`config.mk`:
```
export PLATFORM = sky130hd
export DESIGN_NAME = clkdiv_ctrl_flat
export DESIGN_NICKNAME = d
export VERILOG_FILES = /design/src/rtl/clkdiv_pkg.sv /design/src/rtl/clkdiv_ctrl_if.sv /design/src/rtl/clkdiv_counter.sv /design/src/rtl/clkdiv_ctrl.sv /design/src/flat_wrapper.sv
export SDC_FILE = /design/constraint.sdc
export NUM_CORES = 1
export LEC_CHECK = 0
export CAP_MARGIN = 20
export CELL_PAD_IN_SITES_DETAIL_PLACEMENT = 1
export CELL_PAD_IN_SITES_GLOBAL_PLACEMENT = 1
export CORE_MARGIN = 3
export CORE_UTILIZATION = 36
export DETAILED_ROUTE_END_ITERATION = 16
export PLACE_DENSITY_LB_ADDON = 0.12
export SLEW_MARGIN = 5
export SYNTH_ARGS = -nofsm -noshare
export SYNTH_HDL_FRONTEND = slang
export SYNTH_SLANG_ARGS = --single-unit
```
`constraint.sdc`:
```
create_clock -name clk -period 3.3 [get_ports clk]
set_input_delay 0.825 -clock clk [delete_from_list [all_inputs] [get_ports clk]]
set_output_delay 0.825 -clock clk [all_outputs]
set_load 0.005 [all_outputs]
```
`src/rtl/clkdiv_pkg.sv`:
```
// rtl/clkdiv_pkg.sv - shared types and defaults for the clock-divider controller
package clkdiv_pkg;

  localparam int CNT_W_DEF       = 16;
  localparam int DEFAULT_DIV_DEF = 50;

  typedef enum logic [1:0] {
    STATE_STOP = 2'd0,
    STATE_RUN  = 2'd1,
    STATE_PEND = 2'd2
  } clkdiv_state_e;

endpackage

```
`src/rtl/clkdiv_ctrl_if.sv`:
```
// rtl/clkdiv_ctrl_if.sv - ratio configuration handshake between master and divider controller
interface clkdiv_ctrl_if
  import clkdiv_pkg::*;
#(
  parameter int CNT_W = CNT_W_DEF
);

  logic [CNT_W-1:0] div_in;
  logic             div_valid;
  logic             div_ready;

  modport master (
    output div_in,
    output div_valid,
    input  div_ready
  );

  modport slave (
    input  div_in,
    input  div_valid,
    output div_ready
  );

endinterface

```
`src/rtl/clkdiv_counter.sv`:
```
// rtl/clkdiv_counter.sv - half-period counter with clear, enable and terminal flag
module clkdiv_counter
  import clkdiv_pkg::*;
#(
  parameter int CNT_W = CNT_W_DEF
) (
  input  logic             clk,
  input  logic             reset,
  input  logic             clr,
  input  logic             en,
  input  logic [CNT_W-1:0] limit,
  output logic             term
);

  logic [CNT_W-1:0] count;

  // limit is never 0, so limit-1 cannot underflow
  assign term = (count == (limit - 1'b1));

  always_ff @(posedge clk) begin
    if (reset || clr) begin
      count <= '0;
    end else if (en) begin
      count <= term ? '0 : count + 1'b1;
    end
  end

endmodule

```
`src/rtl/clkdiv_ctrl.sv`:
```
// rtl/clkdiv_ctrl.sv - run-time divider controller: glitch-free start, stop and re-ratio
module clkdiv_ctrl
  import clkdiv_pkg::*;
#(
  parameter int CNT_W       = CNT_W_DEF,
  parameter int DEFAULT_DIV = DEFAULT_DIV_DEF
) (
  input  logic             clk,
  input  logic             reset,
  input  logic             en,
  clkdiv_ctrl_if.slave     cfg,
  output logic             div_clk,
  output logic             tick,
  output logic             active,
  output logic [CNT_W-1:0] cur_div
);

  localparam logic [1:0] STOP = STATE_STOP;
  localparam logic [1:0] RUN  = STATE_RUN;
  localparam logic [1:0] PEND = STATE_PEND;

  localparam logic [CNT_W-1:0] DIV_RST = CNT_W'(DEFAULT_DIV);
  localparam logic [CNT_W-1:0] DIV_ONE = CNT_W'(1);

  logic [1:0]       state;
  logic [CNT_W-1:0] pend_div;
  logic [CNT_W-1:0] req_div;
  logic             xfer;
  logic             term;
  logic             toggle;
  logic             fall;

  assign cfg.div_ready = (state != PEND);
  assign xfer          = cfg.div_valid && cfg.div_ready;
  assign req_div       = (cfg.div_in == '0) ? DIV_ONE : cfg.div_in;
  assign toggle        = (state != STOP) && term;
  assign fall          = toggle && div_clk;
  assign active        = (state != STOP);

  clkdiv_counter #(
    .CNT_W (CNT_W)
  ) u_counter (
    .clk   (clk),
    .reset (reset),
    .clr   (state == STOP),
    .en    (state != STOP),
    .limit (cur_div),
    .term  (term)
  );

  always_ff @(posedge clk) begin
    if (reset) begin
      state    <= STOP;
      div_clk  <= 1'b0;
      tick     <= 1'b0;
      cur_div  <= DIV_RST;
      pend_div <= '0;
    end else begin
      tick    <= toggle;
      div_clk <= div_clk ^ toggle;
      case (state)
        STOP: begin
          if (xfer) cur_div <= req_div;
          if (en)   state   <= RUN;
        end
        RUN: begin
          // a ratio arriving on the stopping edge is applied directly, counter restarts at 0
          if (fall && !en) begin
            state <= STOP;
            if (xfer) cur_div <= req_div;
          end else if (xfer) begin
            pend_div <= req_div;
            state    <= PEND;
          end
        end
        PEND: begin
          if (fall) begin
            cur_div <= pend_div;
            state   <= en ? RUN : STOP;
          end
        end
        default: state <= STOP;
      endcase
    end
  end

endmodule

```
`src/flat_wrapper.sv`:
```
// flat-port wrapper written by rule: the top's interface ports become plain ports
module clkdiv_ctrl_flat import clkdiv_pkg::*;
#(
  parameter int CNT_W       = CNT_W_DEF,
  parameter int DEFAULT_DIV = DEFAULT_DIV_DEF
)
  (clk, reset, en, div_clk, tick, active, cur_div, cfg_div_in, cfg_div_valid, cfg_div_ready);
  clkdiv_ctrl_if #(.CNT_W(CNT_W)) cfg_i ();
  input  logic clk;
  input  logic reset;
  input  logic en;
  output logic div_clk;
  output logic tick;
  output logic active;
  output logic [CNT_W-1:0] cur_div;
  input wire logic [$bits(cfg_i.div_in)-1:0] cfg_div_in;
  input wire logic [$bits(cfg_i.div_valid)-1:0] cfg_div_valid;
  output wire logic [$bits(cfg_i.div_ready)-1:0] cfg_div_ready;
  assign cfg_i.div_in = cfg_div_in;
  assign cfg_i.div_valid = cfg_div_valid;
  assign cfg_div_ready = cfg_i.div_ready;
  clkdiv_ctrl #(.CNT_W(CNT_W), .DEFAULT_DIV(DEFAULT_DIV)) u_core (.clk(clk), .reset(reset), .en(en), .cfg(cfg_i), .div_clk(div_clk), .tick(tick), .active(active), .cur_div(cur_div));
endmodule
```
## Yosys cells after proc, flatten, opt, wreduce, memory -nomap -nowiden

Index checks and enable logic that the tools add are counted.

- Register bits after elaboration: 52
- Bits of input ports: 20
- Output and inout port bits: 20

- Add/sub/neg operators: 2
- Eq/ne operators: 8
- Mux-type cells: 12
- Bitwise gates (word level): 2
- Reductions and logical operators: 13

Operator list:

| cell | count |
|---|---|
| $mux 16 | 5 |
| $pmux 16 s3 | 1 |
| $add 16x1->16 const B | 1 |
| $eq 16x16->1 | 1 |
| $logic_not 16->1 | 1 |
| $sub 16x1->16 const B | 1 |
| $reduce_and 3->1 | 3 |
| $mux 2 | 4 |
| $pmux 2 s3 | 1 |
| $logic_and 1x1->1 | 4 |
| $ne 2x1->1 const B | 2 |
| $ne 2x2->1 const B | 2 |
| $ne 3x1->1 const B | 1 |
| $reduce_bool 3->1 | 1 |
| $eq 2x1->1 const B | 1 |
| $eq 2x2->1 const B | 1 |
| $logic_not 2->1 | 1 |
| $reduce_bool 2->1 | 1 |
| $logic_not 1->1 | 1 |
| $logic_or 1x1->1 | 1 |
| $mux 1 | 1 |
| $not 1->1 | 1 |
| $xor 1x1->1 | 1 |

## Depth between registers and ports, before layout

Gate-level depths: netlist of the first run.

- Depth in word-level cells: 7
- Mapped depth: 17
- Gate-level depth less buffers: 15

## Hierarchy

From an unflattened synthesis of the first run, not the netlist that was laid out.

- Cells, all modules: 346
- Area total of the unflattened synthesis: 2947.8 µm²

By module, submodules not included:

| module | times used | cells each | area an instance (µm²) |
|---|---|---|---|
| clkdiv_ctrl | 1 | 175 | 1619.1 |
| clkdiv_counter | 1 | 171 | 1328.8 |

## Least setup slack after synthesis of the first run

OpenSTA, ideal clock, no wires.

- Path type: reg-to-reg
- Start: reg u_core.cur_div[0]
- End: reg u_core.cur_div[10]
- Data arrival time: 3.442 ns
- Slack: -0.279 ns
- Stages on the path, launching flop included: 17
- Buffers on the path: 3
- Clock period less this slack: 3.579 ns
- Cells stage by stage: dfxtp_1 -> inv_1 -> ha_1 -> nor4b_2 -> nand3b_1 -> xnor2_1 -> nand3_1 -> nor4_4 -> buf_6 -> and2_1 -> ha_1 -> nand2b_1 -> a21boi_0 -> mux2_2 -> clkbuf_1 -> clkbuf_1 -> a211oi_1

- Cells in the longest elaborated chain, start to end: 7
- Elaborated cells on any way between the ends: 8

RTL lines:

| what | RTL line | RTL |
|---|---|---|
| start: declaration | clkdiv_ctrl.sv:15 | `output logic [CNT_W-1:0] cur_div` |
| start signal: assignment | clkdiv_ctrl.sv:63 | `if (xfer) cur_div <= req_div;` |
| start signal: assignment | clkdiv_ctrl.sv:70 | `if (xfer) cur_div <= req_div;` |
| start signal: assignment | clkdiv_ctrl.sv:78 | `cur_div <= pend_div;` |
| $sub 16x1->16 (*) | clkdiv_counter.sv:18 | `assign term = (count == (limit - 1'b1));` |
| $eq 16x16->1 (*) | clkdiv_counter.sv:18 |  |
| $logic_and 1x1->1 (*) | clkdiv_ctrl.sv:36 | `assign toggle = (state != STOP) && term;` |
| named net u_core.toggle | clkdiv_ctrl.sv:30 | `logic toggle;` |
| $logic_and 1x1->1 (*) | clkdiv_ctrl.sv:37 | `assign fall = toggle && div_clk;` |
| $logic_and 1x1->1 | clkdiv_ctrl.sv:68 | `if (fall && !en) begin` |
| $ne 2x1->1 (no source line) | -- |  |
| $reduce_and 3->1 (no source line) (*) | -- |  |

Mark *: on every way through the listed nets, which the timed path passes. The rest lies on a longest branch.
A chain may end at the register's enable or synchronous reset.

## Worst setup path in the final report of the first run

- Start: reg u_core.cur_div[2]
- End: reg u_core.cur_div[4]

The elaborated chain is that of the path after synthesis.

==> results.json, run 1 <==
{
  "status": "finished, final reports clean",
  "syn2layout_area_growth_pct": 27.1,
  "slowest_stage": "dfxtp_1",
  "switching_share_pct": 30.4,
  "grt_pass1_vias": 2466,
  "clkLatencyLatePin_ps": 310,
  "ys_warn_count": 0,
  "end_kind": "register",
  "syn-num-nets": 347,
  "worst-path-stages": 13,
  "synth_area_um2": 2720,
  "worstPathCellList": "buf_4, or3_1, o311ai_0, o41ai_2, nand3_1, nor4_4, and2_1, ha_2, nand2b_1, a21boi_2, mux2_4, o21ai_0, nand2b_1",
  "fp.dieW_um": 92.8,
  "viasPerCell": 5.14,
  "post-dp-hpwl_um": 5370,
  "grt_max_degree": 30,
  "synth_cell_types": 40,
  "synth_top_flop_cell": "dfxtp_1",
  "hold_start": "u_core.pend_div[3]$_SDFFE_PP0P_",
  "fin_skew_ps": 8.75,
  "cts_root_buf": "clkbuf_8",
  "start_util_pct": 37.2,
  "cp-start-kind": "register",
  "gr-total-overflow": 0,
  "tns_ps": 0,
  "arrival_ps": 3270,
  "synth-edff-count": 0,
  "clock-sinks": 52,
  "die_h_um": 92.8,
  "seqCellArea_um2": 1040,
  "cts_setup_buffers": 0,
  "num_vias": 2423,
  "p_sw_uw": 415,
  "max_slew.worst_pin.slew_ps": 673,
  "period_share_pct": 92.7,
  "critPathLaunch": "u_core.cur_div[2]$_SDFFE_PP0P_",
  "remaining_drc_errors": 0,
  "htreeDepth": 2,
  "crit_fanout": 16,
  "worst-r2r-cell-count": 13,
  "antenna_left": 0,
  "drtIter0Drc": 50,
  "n_antenna_cell": 0,
  "pwr-share-comb_pct": 20.0,
  "p_clk_share_pct": 29.3,
  "synthArstFlopShare_pct": 0,
  "dr.pass1.iters": 4,
  "num-fill-cells": 896,
  "die_area_um2": 8620,
  "syn_avg_cell_area_um2": 8.38,
  "ir_drop_uv": 153,
  "crit_end": "u_core.cur_div[4]$_SDFFE_PP1P_",
  "drive_gt1_share_pct": 11.3,
  "clkSlewWorstSetupHoldPaths_ps": 110,
  "syn_inst": 324,
  "grt_pass1_wl_um": 12500,
  "r2r_end": "u_core.cur_div[4]$_SDFFE_PP1P_",
  "crit_top_cell": "nand2b_1",
  "crit_family": "simple AND/OR/NAND/NOR gates",
  "r2r_start": "u_core.cur_div[2]$_SDFFE_PP0P_",
  "io_pins": 40,
  "num-nets-final": 394,
  "grt_setup_unrepaired": "no",
  "maxCapViolations": 0,
  "ctsHoldBuffers": 0,
  "max_freq_mhz": 327,
  "finalWirelength_um": 7530,
  "final_common_cell": "dfxtp_1",
  "antenna_found_initial": 0,
  "num_rows": 31,
  "gr-usage-all-layers_pct": 18.0,
  "p_int_uw": 950,
  "design.core.area_um2": 7290,
  "hold_class": "reg -> reg",
  "io_buffer_count": 39,
  "numCtsBuffers": 5,
  "ys_seq_area_share_pct": 38.3,
  "routedWlPerCell_um": 16.0,
  "power_density_nw_per_um2": 396,
  "critPathKind": "reg -> reg",
  "finalSetupViolCount": 0,
  "required_ps": 3510,
  "max_stage_delay_ps": 390,
  "synth-seq-cells": 52,
  "drv_slew": 0,
  "multiInputGateArea_um2": 1660,
  "final_cell_mix": "52 x dfxtp_1, 45 x nand2_1, 39 x clkdlybuf4s50_1",
  "p_leak_nw": 1.29,
  "critical_path_buf_inv_count": 1,
  "seqPwrFrac_pct": 50.7,
  "cts_tree": "done",
  "power_mw": 1.37,
  "max_slew_margin_pct": 54.8,
  "clockBufferDepth": 2,
  "gp_congestion": 0.761,
  "hold_viol_final": 0,
  "period_minus_slack_ps": 3060,
  "r2r_slack_ps": 240
}
-- registers in the layout, summed over array words and instances (netlist names) --
| register | cells |
|---|---|
| u_core.cur_div | 16 |
| u_core.div_clk | 1 |
| u_core.pend_div | 16 |
| u_core.state | 2 |
| u_core.tick | 1 |
| u_core.u_counter.count | 16 |
-- how the worst min path moves through the flow --
stage | endpoint | slack (ps) | cells after the start
after global routing | u_core.pend_div[13]$_SDFFE_PP0P_ | 480 | 2
after global placement | u_core.pend_div[7]$_SDFFE_PP0P_ | 440 | 2
after CTS | u_core.pend_div[6]$_SDFFE_PP0P_ | 460 | 2
after detailed placement | u_core.pend_div[6]$_SDFFE_PP0P_ | 450 | 2
after floorplan | u_core.pend_div[10]$_SDFFE_PP0P_ | 440 | 2
final | u_core.pend_div[3]$_SDFFE_PP0P_ | 460 | 2
-- stage by stage --
stage	hold WS, ps	setup slack [ps]	area [um2]	cells	utilization (%)
after floorplan	436	0.847	2750	324	-
after global placement	441	146	3290	461	45.1
after detailed placement	448	22.4	3290	461	45.1
after CTS	463	47.5	3410	471	46.8
after global routing	484	22.7	3450	471	47.3
final	462	241	3450	471	47.3
-- logic make-up after synthesis --
| kind of cell | synth area share, % |
|---|---|
| XOR/XNOR | 11.3 |
| adder cells (fa/ha/maj) | 1.38 |
| AND/OR/NAND/NOR | 26.7 |
| multiplexers | 6.68 |
| flip-flops | 38.3 |
| buffers and inverters | 3.36 |
| AO/OA/AOI/OAI | 12.2 |
-- worst reg2reg max path, cell delays in order, from the launching register on --
cell	delay, ps
dfxtp_1	390
buf_4	180
or3_1	380
o311ai_0	390
o41ai_2	140
nand3_1	160
nor4_4	70
and2_1	170
ha_2	190
nand2b_1	120
a21boi_2	90
mux2_4	380
o21ai_0	230
nand2b_1	70
-- repair_timing --
item                       4_1_cts  5_1_grt
resized for setup                4        6
setup endpoints to repair        1       16
pin swaps                        0        2
gates cloned                     2        0
-- final cells by class --
type / count / share of cell area [%]
clock inverters: 3 / 0.725
flip-flops and latches: 52 / 30.2
clock buffers: 5 / 1.99
repair buffers: 56 / 15.0
multi-input cells: 252 / 48.1
inverters: 4 / 0.435
well taps: 99 / 3.59
-- cells in the mapped netlist (all sizes together) (6+ instances only) --
master	count	area [um2]
dfxtp	52	1040
nand2	46	173
nor2	35	131
xnor2	24	210
a21oi	21	105
mux2i	17	170
nor4	17	136
clkbuf	16	60.1
a211oi	14	105
xor2	11	96.3
nand3	10	50.1
and3	6	37.5
o21ai	6	30.0
-- metal layers --
| metal | wire (um) | GRT usage [%] | vias to the layer above |
|---|---|---|---|
| met5 | 0 | 0 | - |
| met3 | 187 | 3.09 | 4 |
| met2 | 3550 | 30.8 | 31 |
| met1 | 3760 | 23.7 | 1159 |
| met4 | 36 | 3.66 | 0 |
| li1 | - | - | 1229 |
-- power groups by stage --
stage | Combinational, mW | Sequential, mW | Clock, mW
2_1_floorplan | 0.150 | 0.699 | 0
3_3_place_gp | 0.257 | 0.705 | 0
3_5_place_dp | 0.262 | 0.706 | 0
4_1_cts | 0.271 | 0.693 | 0.417
5_1_grt | 0.301 | 0.699 | 0.446
6_report | 0.273 | 0.693 | 0.400
Note: power is estimated with default switching activity, not from simulation.
==> run 2, diff against run 1 <==
--- a/config.mk
+++ b/config.mk
@@ -8,11 +8,10 @@
 export CAP_MARGIN = 20
 export CELL_PAD_IN_SITES_DETAIL_PLACEMENT = 1
 export CELL_PAD_IN_SITES_GLOBAL_PLACEMENT = 1
-export CORE_MARGIN = 3
+export CORE_MARGIN = 1
 export CORE_UTILIZATION = 36
 export DETAILED_ROUTE_END_ITERATION = 16
 export PLACE_DENSITY_LB_ADDON = 0.12
-export SLEW_MARGIN = 5
 export SYNTH_ARGS = -nofsm -noshare
 export SYNTH_HDL_FRONTEND = slang
 export SYNTH_SLANG_ARGS = --single-unit
==> run 2 against run 1 <==
  * Sequential cell count did not move
  * Worst setup slack got worse by 84 ps
  * Count of clock-buffer cells in the layout did not move
  * Wire length fell by 0.44%
  * Maximum frequency fell by 2.7%
  * Via count barely moved
==> results.json, run 2 (synthesized netlist as in run 1, its figures left out) <==
{
  "maxCapViolations": 0,
  "p_leak_nw": 1.30,
  "grt_max_degree": 28,
  "stdcell_count": 473,
  "gr-usage-all-layers_pct": 20.3,
  "status": "finished, final reports clean",
  "grtUsageMet3_pct": 3.17,
  "start_util_pct": 37.4,
  "drv_slew": 0,
  "cts_root_buf": "clkbuf_8",
  "clock-sinks": 52,
  "top_usage_layer": "met2",
  "end_kind": "output pin",
  "num-nets-final": 396,
  "remaining_drc_errors": 0,
  "period_minus_slack_ps": 3140,
  "clockBufferDepth": 2,
  "hold_viol_final": 0,
  "n_antenna_cell": 0,
  "numCtsBuffers": 5,
  "required_ps": 2470,
  "finalWirelength_um": 7500,
  "htreeDepth": 2,
  "clkSlewWorstSetupHoldPaths_ps": 110,
  "finalSetupViolCount": 0,
  "final_common_cell": "dfxtp_1",
  "ctsHoldBuffers": 0,
  "grt_pass1_vias": 2378,
  "antenna_left": 0,
  "arrival_ps": 2320,
  "viasPerCell": 5.12,
  "min_to": "u_core.pend_div[5]$_SDFFE_PP0P_",
  "cts_tree": "done",
  "gp_congestion": 0.742,
  "final_cell_mix": "52 x dfxtp_1, 45 x nand2_1, 39 x clkdlybuf4s50_1",
  "dp.cells": 462,
  "die_area_um2": 7890,
  "io_pins": 40,
  "gr-total-overflow": 0,
  "grtUsageMet2_pct": 33.7,
  "worst-r2r-cell-count": 12,
  "fp.dieW_um": 88.8,
  "fin_skew_ps": 15.1,
  "design.core.area_um2": 7250,
  "whs_path_depth": 2,
  "max_slew_margin_pct": 32.8,
  "routedWlPerCell_um": 15.9,
  "period_share_pct": 95.2,
  "r2r_slack_ps": 180,
  "power_density_nw_per_um2": 391,
  "placed_cell_area_um2": 3310,
  "clkLatencyLatePin_ps": 310,
  "cp-start-kind": "register",
  "syn2layout_area_growth_pct": 28.1,
  "dr.pass1.iters": 4,
  "drive_gt1_share_pct": 11.5,
  "drtIter0Drc": 66,
  "antenna_found_initial": 0,
  "largest_registers": "u_core.cur_div x16, u_core.pend_div x16, u_core.u_counter.count x16",
  "hold_class": "reg -> reg",
  "die_h_um": 88.8,
  "num_vias": 2422,
  "design_area_um2": 3480,
  "num_rows": 31,
  "hold_start": "u_core.pend_div[5]$_SDFFE_PP0P_",
  "r2r_end": "u_core.cur_div[6]$_SDFFE_PP0P_",
  "ir_drop_uv": 185,
  "r2r_start": "u_core.u_counter.count[15]$_SDFFE_PP0N_",
  "max_freq_mhz": 318,
  "crit_fanout": 14,
  "max_slew.worst_pin.slew_ps": 1000,
  "post-dp-hpwl_um": 5320,
  "critPathKind": "reg -> out",
  "grt_pass1_wl_um": 12100,
  "grt_use_met1_pct": 27.8,
  "io_buffer_count": 39
}
## run 2: changes by cell type in the layout (fill, tap and decap cells not counted)
| cell | change |
|---|---|
| buf_12 | +1 |
| buf_4 | +1 |
| clkinv_2 | +1 |
| clkinv_4 | +1 |
| clkinvlp_4 | -1 |
| inv_6 | -1 |
| nor4b_2 | -1 |
| nor4b_4 | +1 |
| o41ai_1 | +1 |
| o41ai_2 | -1 |
## run 2: metal layers
layer / wire length (um) / vias up
met5: 0 / -
met4: 48 / 0
met3: 147 / 4
met2: 3570 / 26
met1: 3730 / 1160
li1: - / 1232
## run 2: final cells by class
type	count	area (um2)
clock buffers	5	68.8
clock inverters	3	22.5
fillers	899	3780
inverters	4	15.0
multi-input cells	252	1660
flip-flops and latches	52	1040
well taps	99	124
repair buffers	58	546
## run 2: critical path, stage by stage (launching register included)
cell and delay [ps]:
dfxtp_1 450, nor2_1 820, inv_1 230, clkdlybuf4s50_1 510
## run 2: worst max-delay path by stage
stage                                                 start                               to  slack (ps)  depth (start not counted)
floorplan                   u_core.cur_div[15]$_SDFFE_PP0P_   u_core.cur_div[0]$_SDFFE_PP0P_         0.8                         15
global placement    u_core.u_counter.count[15]$_SDFFE_PP0N_   u_core.cur_div[6]$_SDFFE_PP0P_         160                         12
detailed placement  u_core.u_counter.count[15]$_SDFFE_PP0N_  u_core.cur_div[12]$_SDFFE_PP0P_           3                         12
CTS                         u_core.cur_div[15]$_SDFFE_PP0P_   u_core.cur_div[2]$_SDFFE_PP0P_          10                         11
global route                u_core.cur_div[15]$_SDFFE_PP0P_   u_core.cur_div[6]$_SDFFE_PP0P_         -20                         12
finish                         u_core.state[1]$_SDFFE_PP0P_                           active         160                          3
## run 2: power by group
part           total [mW]  switching, mW  leakage, nW  internal, mW
registers           0.694         0.0382        0.424         0.656
clock network       0.390          0.237       0.0485         0.153
logic               0.275          0.133        0.831         0.142
total                1.36          0.408         1.30         0.951
## run 2: metrics by stage
stage / worst slack, ps / utilization (%) / hold WS [ps] / total power [mW] / TNS (ps)
2_1_floorplan: 0.847 / - / 436 / 0.849 / 0
3_3_place_gp: 164 / 45.6 / 441 / 0.963 / 0
3_5_place_dp: 3.49 / 45.6 / 449 / 0.969 / 0
4_1_cts: 9.93 / 47.3 / 464 / 1.36 / 0
5_1_grt: -24.0 / 47.9 / 482 / 1.43 / -62.0
6_report: 157 / 47.9 / 463 / 1.36 / 0
## run 2: repair_timing
item	in CTS	in global routing
endpoints found under the setup margin	5	16
cloned	2	0
gates resized for setup	3	7
pin swaps	0	3
buffers inserted	0	1
==> run 3, diff against run 2 <==
--- a/config.mk
+++ b/config.mk
@@ -5,11 +5,11 @@
 export SDC_FILE = /design/constraint.sdc
 export NUM_CORES = 1
 export LEC_CHECK = 0
-export CAP_MARGIN = 20
+export CAP_MARGIN = 10
 export CELL_PAD_IN_SITES_DETAIL_PLACEMENT = 1
 export CELL_PAD_IN_SITES_GLOBAL_PLACEMENT = 1
 export CORE_MARGIN = 1
-export CORE_UTILIZATION = 36
+export CORE_UTILIZATION = 30
 export DETAILED_ROUTE_END_ITERATION = 16
 export PLACE_DENSITY_LB_ADDON = 0.12
 export SYNTH_ARGS = -nofsm -noshare
==> run 3 against run 2 <==
  * Maximum frequency grew 2.1%
  * Worst setup slack improved by 63 ps
  * Wire length is 0.44% lower
  * Die area increased by 20%
  * Critical path type is now reg -> reg
  * Critical endpoint is now u_core.cur_div[14]$_SDFFE_PP0P_
==> results.json, run 3 (synthesized netlist as in run 1, its figures left out) <==
{
  "cts_tree": "done",
  "required_ps": 3530,
  "gr-usage-all-layers_pct": 15.9,
  "clkLatencyLatePin_ps": 310,
  "fin_skew_ps": 5.29,
  "grt_pass1_vias": 2298,
  "finalSetupViolCount": 0,
  "end_kind": "register",
  "power_density_nw_per_um2": 394,
  "antenna_left": 0,
  "n_antenna_cell": 0,
  "max_stage_delay_ps": 510,
  "hold_class": "reg -> reg",
  "antenna_found_initial": 0,
  "clockBufferDepth": 2,
  "final_cell_mix": "51 x dfxtp_1, 46 x nand2_1, 39 x clkdlybuf4s50_1",
  "p_leak_nw": 1.27,
  "design.core.area_um2": 8720,
  "cts_setup_buffers": 0,
  "clkSlewWorstSetupHoldPaths_ps": 100,
  "remaining_drc_errors": 0,
  "start_util_pct": 31.1,
  "status": "finished, final reports clean",
  "arrival_ps": 3310,
  "grt_pass1_wl_um": 12000,
  "drive_gt1_share_pct": 10.4,
  "num_vias": 2366,
  "drtIter0Drc": 60,
  "fin_ws_ps": 221,
  "max_slew_margin_pct": 57.9,
  "dr.pass1.iters": 4,
  "viasPerCell": 4.98,
  "maxCapViolations": 0,
  "crit_fanout": 8,
  "post-dp-hpwl_um": 5330,
  "hold_viol_final": 0,
  "max_slew.worst_pin.slew_ps": 626,
  "htreeDepth": 2,
  "routedWlPerCell_um": 15.7,
  "preCtsSetupSlack_ps": 61.7,
  "die_area_um2": 9440,
  "period_share_pct": 93.3,
  "drv_slew": 0,
  "syn2layout_area_growth_pct": 25.9,
  "io_buffer_count": 39,
  "r2r_slack_ps": 220,
  "grt_max_degree": 49,
  "largest_registers": "u_core.cur_div x16, u_core.pend_div x16, u_core.u_counter.count x16",
  "gp_congestion": 0.812,
  "io_pins": 40,
  "clock-sinks": 52,
  "tns_ps": 0,
  "period_minus_slack_ps": 3080,
  "final_common_cell": "dfxtp_1",
  "worstPathCellList": "xnor2_1, or4b_4, a2111oi_4, o22ai_2, nor4_4, and2_1, ha_2, nand2b_1, a21boi_2, mux2_4, nor2_1, a211oi_1",
  "num-nets-final": 389,
  "numCtsBuffers": 5,
  "num_rows": 34,
  "fp.dieW_um": 97.1,
  "die_h_um": 97.1,
  "finalWirelength_um": 7470,
  "slowest_stage": "or4b_4",
  "critPathKind": "reg -> reg",
  "max_freq_mhz": 325,
  "cts_root_buf": "clkbuf_8",
  "cp-start-kind": "register",
  "gr-total-overflow": 0,
  "ir_drop_uv": 160,
  "utilization_pct": 39.2
}
==> run 3: final cells by class <==
cell class / count / area, um2
clock buffers: 5 / 68.8
clock inverters: 3 / 22.5
fillers: 1024 / 5300
inverters: 4 / 15.0
multi-input cells: 252 / 1660
flip-flops and latches: 52 / 1040
well taps: 108 / 135
repair buffers: 51 / 480
==> run 3: worst max-delay path: cells and delay by family, from the launching register on <==
family	cells	cell delay, ps
DFF	1	340
adders and majority gates	1	210
AOI/OAI and AO/OA	4	890
xor gates and xnor gates	1	150
and+or+nand+nor	5	1150
muxes	1	250
==> run 3: metal layers <==
metal  vias up  wire (um)  track usage [%]
met2        29       3350             25.1
met4         0         70             4.13
met5         -          0                0
met3         7        180             2.59
met1      1111       3860             22.5
li1       1219          -                -
==> run 3: metrics by stage <==
step	cell area [um2]	power, mW	instances	hold WS [ps]
floorplan	2750	0.849	324	436
global placement	3260	0.958	465	441
detailed placement	3260	0.962	465	446
CTS	3350	1.36	473	462
global route	3420	1.42	475	484
finish	3420	1.35	475	459
==> run 3: report_power, final <==
| group | total, mW | switching (mW) | leakage [nW] | internal [mW] |
|---|---|---|---|---|
| clock network | 0.391 | 0.238 | 0.0485 | 0.153 |
| logic | 0.262 | 0.130 | 0.797 | 0.132 |
| registers | 0.693 | 0.0374 | 0.424 | 0.656 |
==> run 3: path summary, 6_finish.rpt <==
| path | start | end | cells past startpoint |
|---|---|---|---|
| worst max-delay path | u_core.cur_div[15]$_SDFFE_PP0P_ | u_core.cur_div[14]$_SDFFE_PP0P_ | 12 |
| worst min-delay path | u_core.pend_div[15]$_SDFFE_PP0P_ | u_core.pend_div[15]$_SDFFE_PP0P_ | 2 |
| worst max register to register | u_core.cur_div[15]$_SDFFE_PP0P_ | u_core.cur_div[14]$_SDFFE_PP0P_ | 12 |
| worst min register to register | u_core.pend_div[15]$_SDFFE_PP0P_ | u_core.pend_div[15]$_SDFFE_PP0P_ | 2 |
==> run 3: what timing repair did <==
| action | in CTS | in global routing |
|---|---|---|
| endpoints found under the setup margin | 0 | 16 |
| hold buffers | 0 | 0 |
| gates resized for setup | 0 | 11 |
